### src/rtl/fir_decim_requant.sv
// fir_decim_requant: keeps one of every D valid FIR results, rounds half-up,
// shifts, saturates to OW bits and buffers the result in a small FWFT FIFO
// with a valid/ready output. The input side never stalls; words that find the
// FIFO full are dropped and flagged.
module fir_decim_requant #(
  parameter int IW    = 31,
  parameter int OW    = 16,
  parameter int SHIFT = 11,
  parameter int DECW  = 5,
  parameter int DEPTH = 4
) (
  input  logic            i_clk,
  input  logic            i_reset_n,
  input  logic            i_clear,
  input  logic [DECW-1:0] i_dec,
  input  logic            i_valid,
  input  logic [IW-1:0]   i_sample,
  output logic            o_valid,
  input  logic            i_ready,
  output logic [OW-1:0]   o_sample,
  output logic            o_sat,
  output logic            o_overflow
);

  localparam int AW = (DEPTH > 1) ? $clog2(DEPTH) : 1;
  localparam logic [AW:0] FULL_COUNT = (AW+1)'(DEPTH);
  localparam logic signed [IW:0] HALF = (IW+1)'(1) << (SHIFT-1);
  localparam logic signed [IW:0] QMAX = (IW+1)'((1 << (OW-1)) - 1);
  localparam logic signed [IW:0] QMIN = ~QMAX;

  logic [DECW-1:0]      phase;
  logic [DECW-1:0]      phase_load;
  logic                 keep;

  logic signed [IW:0]   r1;
  logic                 v1;

  logic signed [IW:0]   q;
  logic [OW-1:0]        s2_data;
  logic                 s2_clip;

  logic [OW-1:0]        mem [DEPTH];
  logic [AW-1:0]        wr_ptr;
  logic [AW-1:0]        rd_ptr;
  logic [AW-1:0]        rd_next;
  logic [AW:0]          count;
  logic [AW:0]          count_next;
  logic [OW-1:0]        head_next;
  logic                 pop;
  logic                 full;
  logic                 wr_en;
  logic                 drop;

  // A zero decimation factor behaves like 1, so the reload value is 0 either way.
  assign phase_load = (i_dec == '0) ? '0 : i_dec - DECW'(1);
  assign keep       = i_valid && (phase == '0);

  // Phase counter: reload on a kept sample, count down on every other valid one.
  always_ff @(posedge i_clk or negedge i_reset_n) begin
    if (!i_reset_n) begin
      phase <= '0;
    end else if (i_clear) begin
      phase <= '0;
    end else if (i_valid) begin
      phase <= keep ? phase_load : phase - DECW'(1);
    end
  end

  // Stage 1: sign-extend by one bit and add half an LSB of the output scale.
  always_ff @(posedge i_clk or negedge i_reset_n) begin
    if (!i_reset_n) begin
      r1 <= '0;
      v1 <= 1'b0;
    end else begin
      v1 <= keep;
      if (keep) begin
        r1 <= {i_sample[IW-1], i_sample} + HALF;
      end
    end
  end

  assign q = r1 >>> SHIFT;

  // Stage 2: clip the shifted value into the signed OW-bit range.
  always_comb begin
    s2_data = q[OW-1:0];
    s2_clip = 1'b0;
    if (q > QMAX) begin
      s2_data = QMAX[OW-1:0];
      s2_clip = 1'b1;
    end else if (q < QMIN) begin
      s2_data = QMIN[OW-1:0];
      s2_clip = 1'b1;
    end
  end

  assign pop     = o_valid && i_ready;
  assign full    = (count == FULL_COUNT);
  assign wr_en   = v1 && (!full || pop);
  assign drop    = v1 && full && !pop;
  assign rd_next = pop ? rd_ptr + AW'(1) : rd_ptr;

  // Next occupancy and next head word; a word written into the new head slot bypasses the array.
  always_comb begin
    count_next = count;
    case ({wr_en, pop})
      2'b10:   count_next = count + (AW+1)'(1);
      2'b01:   count_next = count - (AW+1)'(1);
      default: count_next = count;
    endcase
    head_next = mem[rd_next];
    if (wr_en && (wr_ptr == rd_next)) begin
      head_next = s2_data;
    end
  end

  // FIFO storage, pointers and registered head/valid outputs.
  always_ff @(posedge i_clk or negedge i_reset_n) begin
    if (!i_reset_n) begin
      for (int i = 0; i < DEPTH; i++) begin
        mem[i] <= '0;
      end
      wr_ptr   <= '0;
      rd_ptr   <= '0;
      count    <= '0;
      o_valid  <= 1'b0;
      o_sample <= '0;
    end else begin
      if (wr_en) begin
        mem[wr_ptr] <= s2_data;
        wr_ptr      <= wr_ptr + AW'(1);
      end
      rd_ptr  <= rd_next;
      count   <= count_next;
      o_valid <= (count_next != '0);
      if (count_next != '0) begin
        o_sample <= head_next;
      end
    end
  end

  // Sticky status flags; a new event in the same cycle as a clear wins.
  always_ff @(posedge i_clk or negedge i_reset_n) begin
    if (!i_reset_n) begin
      o_sat      <= 1'b0;
      o_overflow <= 1'b0;
    end else begin
      if (v1 && s2_clip) begin
        o_sat <= 1'b1;
      end else if (i_clear) begin
        o_sat <= 1'b0;
      end
      if (drop) begin
        o_overflow <= 1'b1;
      end else if (i_clear) begin
        o_overflow <= 1'b0;
      end
    end
  end

endmodule

### config.mk
export PLATFORM = sky130hd
export DESIGN_NAME = fir_decim_requant
export DESIGN_NICKNAME = d
export VERILOG_FILES = /design/src/rtl/fir_decim_requant.sv
export SDC_FILE = /design/constraint.sdc
export NUM_CORES = 1
export LEC_CHECK = 0
export BUFFER_PORTS_ARGS = -buffer_cell sky130_fd_sc_hd__buf_2
export CAP_MARGIN = 0
export CORE_ASPECT_RATIO = 2
export CORE_UTILIZATION = 60
export CTS_CLUSTER_DIAMETER = 80
export CTS_CLUSTER_SIZE = 28
export DETAILED_ROUTE_END_ITERATION = 7
export PLACE_DENSITY = 0.91
export SYNTH_ARGS = -nofsm -noshare
export SYNTH_HDL_FRONTEND = slang
export SYNTH_SLANG_ARGS = --single-unit
### constraint.sdc
create_clock -name i_clk -period 5.6 [get_ports i_clk]
set_clock_uncertainty 0.05 [all_clocks]
set_input_delay 0.28 -clock i_clk [delete_from_list [all_inputs] [get_ports i_clk]]
set_output_delay 0.28 -clock i_clk [all_outputs]
set_load 0.005 [all_outputs]
Yosys cells after proc, flatten, opt, wreduce, memory -nomap -nowiden
Cells that the tools add are included.
Word-level totals
  register bits: 128
  bits of input ports: 41
  logic and storage cells: 69
Operators by class
  add/sub/neg operators: 7
  $lt $le $gt $ge: 5
  equality and inequality tests: 4
  multiplexer cells: 20
  bitwise gates (word level): 2
  reductions and logical operators: 17
Operators by type and width (count)
  $mux W16: 6
  $bwmux W64: 1
  $add A31 B12 Y32 const B: 1
  $bmux W16 S2: 1
  $demux W16 S2: 1
  $gt A21 B16 Y1 const B: 1
  $lt A21 B16 Y1 const B: 1
  $mux W5: 4
  $logic_not A5 Y1: 2
  $sub A5 B1 Y5 const B: 2
  $logic_and A1 B1 Y1: 8
  $ge A3 B3 Y1 const B: 2
  $not A2 Y3: 2
  $pmux W3 S2: 1
  $reduce_bool A2 Y1: 3
  $mux W1: 5
  $add A2 B1 Y2 const B: 2
  $add A3 B1 Y3 const B: 1
  $eq A3 B3 Y1 const B: 1
  $lt A3 B1 Y1 const B: 1
  $reduce_bool A3 Y1: 1
  $sub A3 B1 Y3 const B: 1
  $eq A2 B1 Y1 const B: 1
  $eq A2 B2 Y1: 1
  4 further kinds: 5

Longest topological paths before layout
Gate-level depths: netlist of the first run.
  depth after elaboration: 7
  gate-level depth with buffers: 13

Worst setup path before layout of the first run
OpenSTA, ideal clock, no wires.
  path kind: register to register
  from: reg o_valid
  to: reg o_sample[14]
  setup time: 126 ps
  arrival: 2836 ps
  data required time: 5424 ps
  setup slack: 2588 ps
  cell stages (with the launch flop): 13
  buffers on the path: 1
  cells stage by stage: dfrtp_1 nand2_2 a31oi_4 inv_1 ha_1 fa_1 xnor2_1 xnor2_1 o31ai_4 inv_2 and2_4 buf_6 a221o_1
On the way
  longest elaborated chain between the ends: 7
  elaborated cells on any way between the ends: 15
  classes of those cells: eq/ne: 3; mux: 6; bitwise: 1; reduce/logical: 5
RTL lines
  start, declared: RTL line 18  | output logic o_valid,
  start signal, assigned: RTL line 135  | o_valid <= (count_next != '0);
  $logic_and A1 B1 Y1 (*): RTL line 97  | assign pop = o_valid && i_ready;
  $mux W2: RTL line 101  | assign rd_next = pop ? rd_ptr + AW'(1) : rd_ptr;
  $not A2 Y3 (not written as such): RTL line 111  | head_next = mem[rd_next];
  $bmux W16 S2: RTL line 111
  $mux W16 (not written as such) (2 in a row): RTL line 111
  $mux W16: RTL line 112  | if (wr_en && (wr_ptr == rd_next)) begin
  end signal, assigned: RTL line 137  | o_sample <= head_next;
  end, declared: RTL line 20  | output logic [OW-1:0] o_sample,
Mark *: on every way between the ends. The rest lies on a longest branch, timed or not. The select of a mux whose other input is x is not followed.
A chain may end at the register's enable or synchronous reset.

Final worst setup path of the first run
Ends and elaborated chain as after synthesis.

==> impl_metrics.env, run 1 <==
export IMPL_ios=60
export IMPL_rows=51
export IMPL_power_mw=4.49
export IMPL_vias_per_cell=6.63
export IMPL_synth_area_per_cell_um2=9.26
export IMPL_cts_resized=0
export IMPL_core_area_mm2=0.00976
export IMPL_fmax_mhz=236
export IMPL_synth_edf_count=0
export IMPL_min_delay_start="i_clear"
export IMPL_diodes=0
export IMPL_setup_viol=0
export IMPL_route_detailed_drc=0
export IMPL_cp_start_kind="register"
export IMPL_synth_most_common_cell="dfrtp_1"
export IMPL_syn_inst=656
export IMPL_worstPathMaxFanout=37
export IMPL_grt_max_degree=90
export IMPL_synth_top_area_share_pct=48.2
export IMPL_r2r_end="o_sample[14]"
export IMPL_setup_tns_ns=0
export IMPL_r2r_start="o_valid"
export IMPL_critPathKind="reg -> reg"
export IMPL_rsz0062_at_grt="false"
export IMPL_syn_to_final_growth_pct=14.9
export IMPL_synth_ff_latch_count=117
export IMPL_antenna_found_initial=0
export IMPL_synth_top_cell_by_area="dfrtp_1"
export IMPL_dp_hpwl_um=9830
export IMPL_ff2ff_path_depth=11
export IMPL_timing_final_hold_violations=0
export IMPL_endpoint_kind="register"
export IMPL_whs_path_depth=2
export IMPL_min_period_ns=4.24
export IMPL_relSlewSlack_pct=21.2
export IMPL_worst_slew_pin_slew_ns=1.18
export IMPL_slew_viol_final=0
export IMPL_synth_commonest_cells="dfrtp_1 (117), nand2_1 (82), o21ai_0 (80), nor2_1 (47), o21ai_1 (37)"
export IMPL_min_path_type="in -> reg"
export IMPL_cts_sinks=117
export IMPL_cts_buffers=17
export IMPL_die_x_um=73.2
export IMPL_die_area_mm2=0.0106
export IMPL_firstDrtPassIters=6
export IMPL_dr_total_vias=5516
export IMPL_cts_tree="yes"
export IMPL_grt_pass1_wl_um=26800
export IMPL_cts_root_buffer="clkbuf_16"
export IMPL_synthesis_nets=706
export IMPL_cts_max_path_buffers=2
export IMPL_synthFlopType="dfrtp_1"
export IMPL_synthArstFlopShare_pct=100
export IMPL_die_h_um=144
export IMPL_first_iter_violations=747
export IMPL_routed_wirelength_um=16300
export IMPL_yosysWarningCount=0
export IMPL_synth_area_leaders="dfrtp_1 (48%), o21ai_0 (6.6%), nand2_1 (5.1%)"
export IMPL_ys_types=52
export IMPL_maxCapViolCount=0
export IMPL_whs_ns=0.0786
export IMPL_leakage_nw=2.98
export IMPL_ir_drop_mv=0.403
export IMPL_final_antenna_net_count=0
export IMPL_clk_insertion_delay_late_ns=0.42
export IMPL_gp_congestion=0.817
export IMPL_grt_pass1_vias=5563
export IMPL_required_ns=5.85
export IMPL_wl_per_cell_um=19.6
export IMPL_power_density_mw_per_mm2=644
export IMPL_reg2reg_slack_ns=1.36
export IMPL_grt_overflow=0
export IMPL_start_util_pct=62.2
export IMPL_drive_above_1_share_pct=15.6
export IMPL_synth_area_mm2=0.00607
export IMPL_critPathArrivalTime_ns=4.49
export IMPL_cts_htree_levels=4
export IMPL_nets=738
export IMPL_period_share_pct=75.8
export IMPL_synth_seq_area_share_pct=48.2
export IMPL_outcome="completed"
export IMPL_portBuffers=49
export IMPL_whs_endpoint="phase[2]"
export IMPL_clkTransAtPathRegs_ns=0.05
export IMPL_groute_usage_overall_pct=33.9
sequential cells by signal (all words and copies together), names as in the netlist:
signal / cells
count: 3
mem: 64
o_overflow: 1
o_sample: 16
o_sat: 1
o_valid: 1
phase: 5
r1: 21
rd_ptr: 2
v1: 1
wr_ptr: 2
area by class of cell:
cell class              count  area [µm²]
flip-flops and latches    117        2930
multi-input cells         475        2890
fillers                   645        2780
clock buffers              20         467
repair buffers             56         303
well taps                 132         165
clock inverters            11         155
inverters                  21        78.8
cell families after synthesis:
logic type                 count (synthesis)  synth area share [%]
and+or+nand+nor                          201                  15.4
muxes                                     18                  3.34
AOI/OAI and AO/OA                        219                  22.7
xor gates and xnor gates                  28                  4.04
buffers and inverters                     64                  4.30
DFF                                      117                  48.2
adders and majority gates                  9                  1.98
worst max-delay path, stage by stage (launching register included):
cell,delay [ns]
dfrtp_1,0.43
nand2_2,0.60
inv_2,0.50
ha_1,0.38
fa_1,0.40
xnor2_1,0.27
xnor2_1,0.15
o31ai_4,0.18
buf_4,0.29
inv_2,0.21
and2_4,0.29
a221o_1,0.35
through the flow:
| step | cell area, µm² | util (%) | instances | setup slack, ns |
|---|---|---|---|---|
| 2_1_floorplan | 6070 | - | 656 | 2.59 |
| 3_3_place_gp | 6350 | 65.0 | 800 | 1.60 |
| 3_5_place_dp | 6350 | 65.0 | 800 | 1.44 |
| 4_1_cts | 6980 | 71.5 | 832 | 1.43 |
| 5_1_grt | 6980 | 71.5 | 832 | 1.20 |
| 6_report | 6980 | 71.5 | 832 | 1.36 |
where the power goes:
part	internal, mW	switching [mW]	total, mW
Clock	0.770	0.369	1.14
Sequential	1.24	0.274	1.52
Combinational	0.686	1.15	1.84
Total	2.70	1.79	4.49
layer usage:
layer / up-vias / part of all wire (%) / GRT usage (%)
li1: 2430 / - / -
met4: 0 / 4.7 / 21.1
met5: - / 0 / 0
met1: 2684 / 34 / 36.7
met3: 84 / 7.1 / 8.29
met2: 318 / 54 / 58.0
cell usage in the layout (no fill, tap or decap), types with 8 or more instances in the layout:
cell	n
xnor2_1	14
o221ai_1	16
xor2_1	14
ha_1	8
nor2_1	47
a21oi_1	25
clkbuf_16	17
a211oi_2	10
nor3_1	20
a211oi_1	19
inv_1	19
dfrtp_1	117
mux2_1	12
o21ai_1	37
nand2_1	82
o21ai_0	80
o22ai_1	15
nor3b_1	16
buf_2	48
nand3_1	13
repair_timing:
item,4_1_cts,5_1_grt
endpoints found under the hold margin,28,0
hold buffers,1,0
setup buffers,0,0
worst max path at each step:
stage               cells past startpoint  startpoint  slack, ns      endpoint
detailed placement                     11     o_valid       1.44  o_sample[14]
global route                           11     o_valid       1.20  o_sample[14]
CTS                                    11     o_valid       1.43  o_sample[14]
floorplan                              12     o_valid       2.59  o_sample[14]
global placement                       11     o_valid       1.60  o_sample[14]
finish                                 11     o_valid       1.36  o_sample[14]
Power figures use the tool's default switching activity.
==> run 2, diff against run 1 <==
- ABC_AREA: not set -> 1
- clock period: 5.6 -> 4.4 ns (I/O delays scaled with it)
==> impl_metrics.env, run 2 <==
export IMPL_ys_types=32
export IMPL_cts_sinks=117
export IMPL_core_area_mm2=0.0101
export IMPL_nets=890
export IMPL_setup_viol=0
export IMPL_cp_start_kind="register"
export IMPL_drive_above_1_share_pct=12.7
export IMPL_synth_area_leaders="dfrtp_1 (47%), nand2_1 (18%), nand3_1 (8.2%)"
export IMPL_worst_slew_pin_slew_ns=1.19
export IMPL_synthArstFlopShare_pct=100
export IMPL_final_common_cell="nand2_1"
export IMPL_power_density_mw_per_mm2=797
export IMPL_worstPathMaxFanout=18
export IMPL_cts_htree_levels=4
export IMPL_synth_area_mm2=0.00624
export IMPL_largestRegisters="mem: 64 flops, r1: 21 flops, o_sample: 16 flops"
export IMPL_gp_congestion=0.857
export IMPL_crit_end="o_sample[5]"
export IMPL_yosysWarningCount=0
export IMPL_leakage_nw=3.46
export IMPL_slew_viol_final=0
export IMPL_critPathArrivalTime_ns=3.37
export IMPL_clk_insertion_delay_late_ns=0.42
export IMPL_post_dp_cell_area_mm2=0.00654
export IMPL_synth_top_area_share_pct=46.9
export IMPL_setup_tns_ns=0
export IMPL_crit_top_cell="nand2_1"
export IMPL_routed_wirelength_um=14700
export IMPL_post_cts_buffers=0
export IMPL_r2r_end="o_sample[5]"
export IMPL_largest_register="mem"
export IMPL_synthesis_nets=848
export IMPL_synth_top_family_by_area="simple AND/OR/NAND/NOR gates"
export IMPL_place_inst=955
export IMPL_ir_drop_mv=0.384
export IMPL_dr_total_vias=5586
export IMPL_r2r_start="o_valid"
export IMPL_antenna_found_initial=0
export IMPL_synth_edf_count=0
export IMPL_route_detailed_drc=0
export IMPL_synth_top_cell_by_area="dfrtp_1"
export IMPL_outcome="completed"
export IMPL_muxShareOfSynthArea_pct=0
export IMPL_die_x_um=74.1
export IMPL_worst_path_buf_inv=1
export IMPL_grt_pass1_wl_um=24400
export IMPL_first_iter_violations=500
export IMPL_firstDrtPassIters=5
export IMPL_maxCapViolCount=0
export IMPL_fin_util_pct=71.2
export IMPL_synthFlopType="dfrtp_1"
export IMPL_ff2ff_path_depth=12
export IMPL_synth_compound_area_share_pct=10.8
export IMPL_min_period_ns=3.07
export IMPL_cts_root_buffer="clkbuf_16"
export IMPL_critical_path_max_stage_delay_ns=0.49
export IMPL_setup_worst_path_start="o_valid"
export IMPL_required_ns=4.70
export IMPL_grt_overflow=0
export IMPL_top_usage_layer="met2"
export IMPL_portBuffers=49
export IMPL_critPathSlowestCell="nand3_2"
export IMPL_synthSimpleGateAreaFrac_pct=31.9
export IMPL_grt_pass1_vias=5502
export IMPL_cts_tree="yes"
export IMPL_die_h_um=146
export IMPL_timing_final_hold_violations=0
export IMPL_dp_hpwl_um=9420
export IMPL_instances_no_fill=988
export IMPL_place_ws_ns=1.35
export IMPL_fmax_mhz=326
export IMPL_crit_family="simple AND/OR/NAND/NOR gates"
export IMPL_cts_max_path_buffers=2
export IMPL_grt_use_met1_pct=32.1
export IMPL_reg2reg_slack_ns=1.33
export IMPL_grtUsageMet3_pct=6.83
export IMPL_final_area_mm2=0.00718
export IMPL_whs_ns=0.0328
export IMPL_ios=60
export IMPL_yosys_area_share_adder_pct=1.93
export IMPL_layout_common_cells="nand2_1 (302), dfrtp_1 (117), nand3_1 (102)"
export IMPL_globalRouteMet2Util_pct=51.3
export IMPL_clkTransAtPathRegs_ns=0.05
export IMPL_rsz0062_at_grt="false"
export IMPL_synth_seq_area_share_pct=46.9
export IMPL_rows=52
export IMPL_wl_per_cell_um=14.9
export IMPL_groute_usage_overall_pct=29.8
export IMPL_power_mw=5.72
export IMPL_final_antenna_net_count=0
export IMPL_min_path_type="in -> reg"
export IMPL_syn_inst=798
export IMPL_cts_buffers=17
export IMPL_period_share_pct=69.8
export IMPL_largest_reg_flops=64
export IMPL_synth_commonest_cells="nand2_1 (302), dfrtp_1 (117), nand3_1 (102), o21a_1 (66), inv_1 (50)"
export IMPL_start_util_pct=61.9
export IMPL_n_fill_cell=788
export IMPL_setup_slack_ns=1.33
export IMPL_critPathKind="reg -> reg"
export IMPL_relSlewSlack_pct=20.8
export IMPL_grt_max_degree=72
export IMPL_die_area_mm2=0.0108
export IMPL_synth_area_per_cell_um2=7.82
export IMPL_synth_most_common_cell="nand2_1"
export IMPL_crit_chain="nand2_2 > nand3_2 > nand2_4 > ha_1 > fa_1 > nand2_1 > nand2_1 > o21ai_0 > nand3_2 > inv_2 > nand2_1 > nand2_1"
export IMPL_synth_ff_latch_count=117
export IMPL_cp_num_cells=12
export IMPL_synth_xor_area_share_pct=2.39
export IMPL_vias_per_cell=5.65
export IMPL_syn_to_final_growth_pct=15.1
export IMPL_endpoint_kind="register"
export IMPL_diodes=0
[run 2: cell types whose count changed in the layout (fill, tap and decap cells not counted), sizes merged, moves of 29 or more]
cell	change
a211oi	-29
inv	+36
nand2	+225
nand3	+92
o21a	+65
o21ai	-92
[run 2: timing repair]
action,in CTS,in global routing
setup endpoints to repair,0,0
hold endpoints to repair,70,0
resized for setup,0,0
hold buffers,1,0
[run 2: worst min path at each step]
stage                 start          end  slack (ns)  cells after the start
2_1_floorplan     i_reset_n     count[0]       -0.13                      0
6_report       i_sample[30]       r1[31]        0.03                      3
4_1_cts        i_sample[30]       r1[31]        0.03                      3
3_3_place_gp      i_reset_n  o_sample[7]        0.34                      1
3_5_place_dp      i_reset_n  o_sample[7]        0.34                      1
5_1_grt        i_sample[30]       r1[31]        0.04                      3
[run 2: final cells by class]
type	instances	area [µm²]	area share [%]
clock buffer	23	488	6.79
clock inverter	9	148	2.06
inverter	57	214	2.98
multi-input combinational	591	2930	40.8
sequential	117	2930	40.8
tap	135	169	2.35
timing repair buffer	56	303	4.22
[run 2: worst register-to-register path, cell delays in order (launching register included)]
cell and delay, ns:
dfrtp_1 0.44, nand2_2 0.13, nand3_2 0.12, nand2_4 0.11, ha_1 0.26, fa_1 0.39, nand2_1 0.08, nand2_1 0.06
o21ai_0 0.26, nand3_2 0.49, inv_2 0.43, nand2_1 0.11, nand2_1 0.08
[run 2: metal layers]
metal  vias up  routed length, µm
met5         -                  0
met4         0                503
met3        50                640
met2       207               8040
met1      2670               5530
li1       2659                  -
[run 2: kinds of logic (layout without fill, tap and decap cells)]
group                    count (synthesis)  after routing
AND/OR/NAND/NOR                        465            465
XOR/XNOR                                17             17
AO/OA/AOI/OAI                          100            100
flip-flops                             117            117
adder cells (fa/ha/maj)                  9              9
buffers and inverters                   90            145
[run 2: where the power goes]
| group | internal [mW] | leakage (nW) | total [mW] | switching (mW) |
|---|---|---|---|---|
| registers | 1.61 | 1.35 | 1.91 | 0.304 |
| logic | 0.856 | 1.80 | 2.33 | 1.48 |
| clock network | 1.00 | 0.313 | 1.48 | 0.474 |
| total | 3.47 | 3.46 | 5.72 | 2.25 |
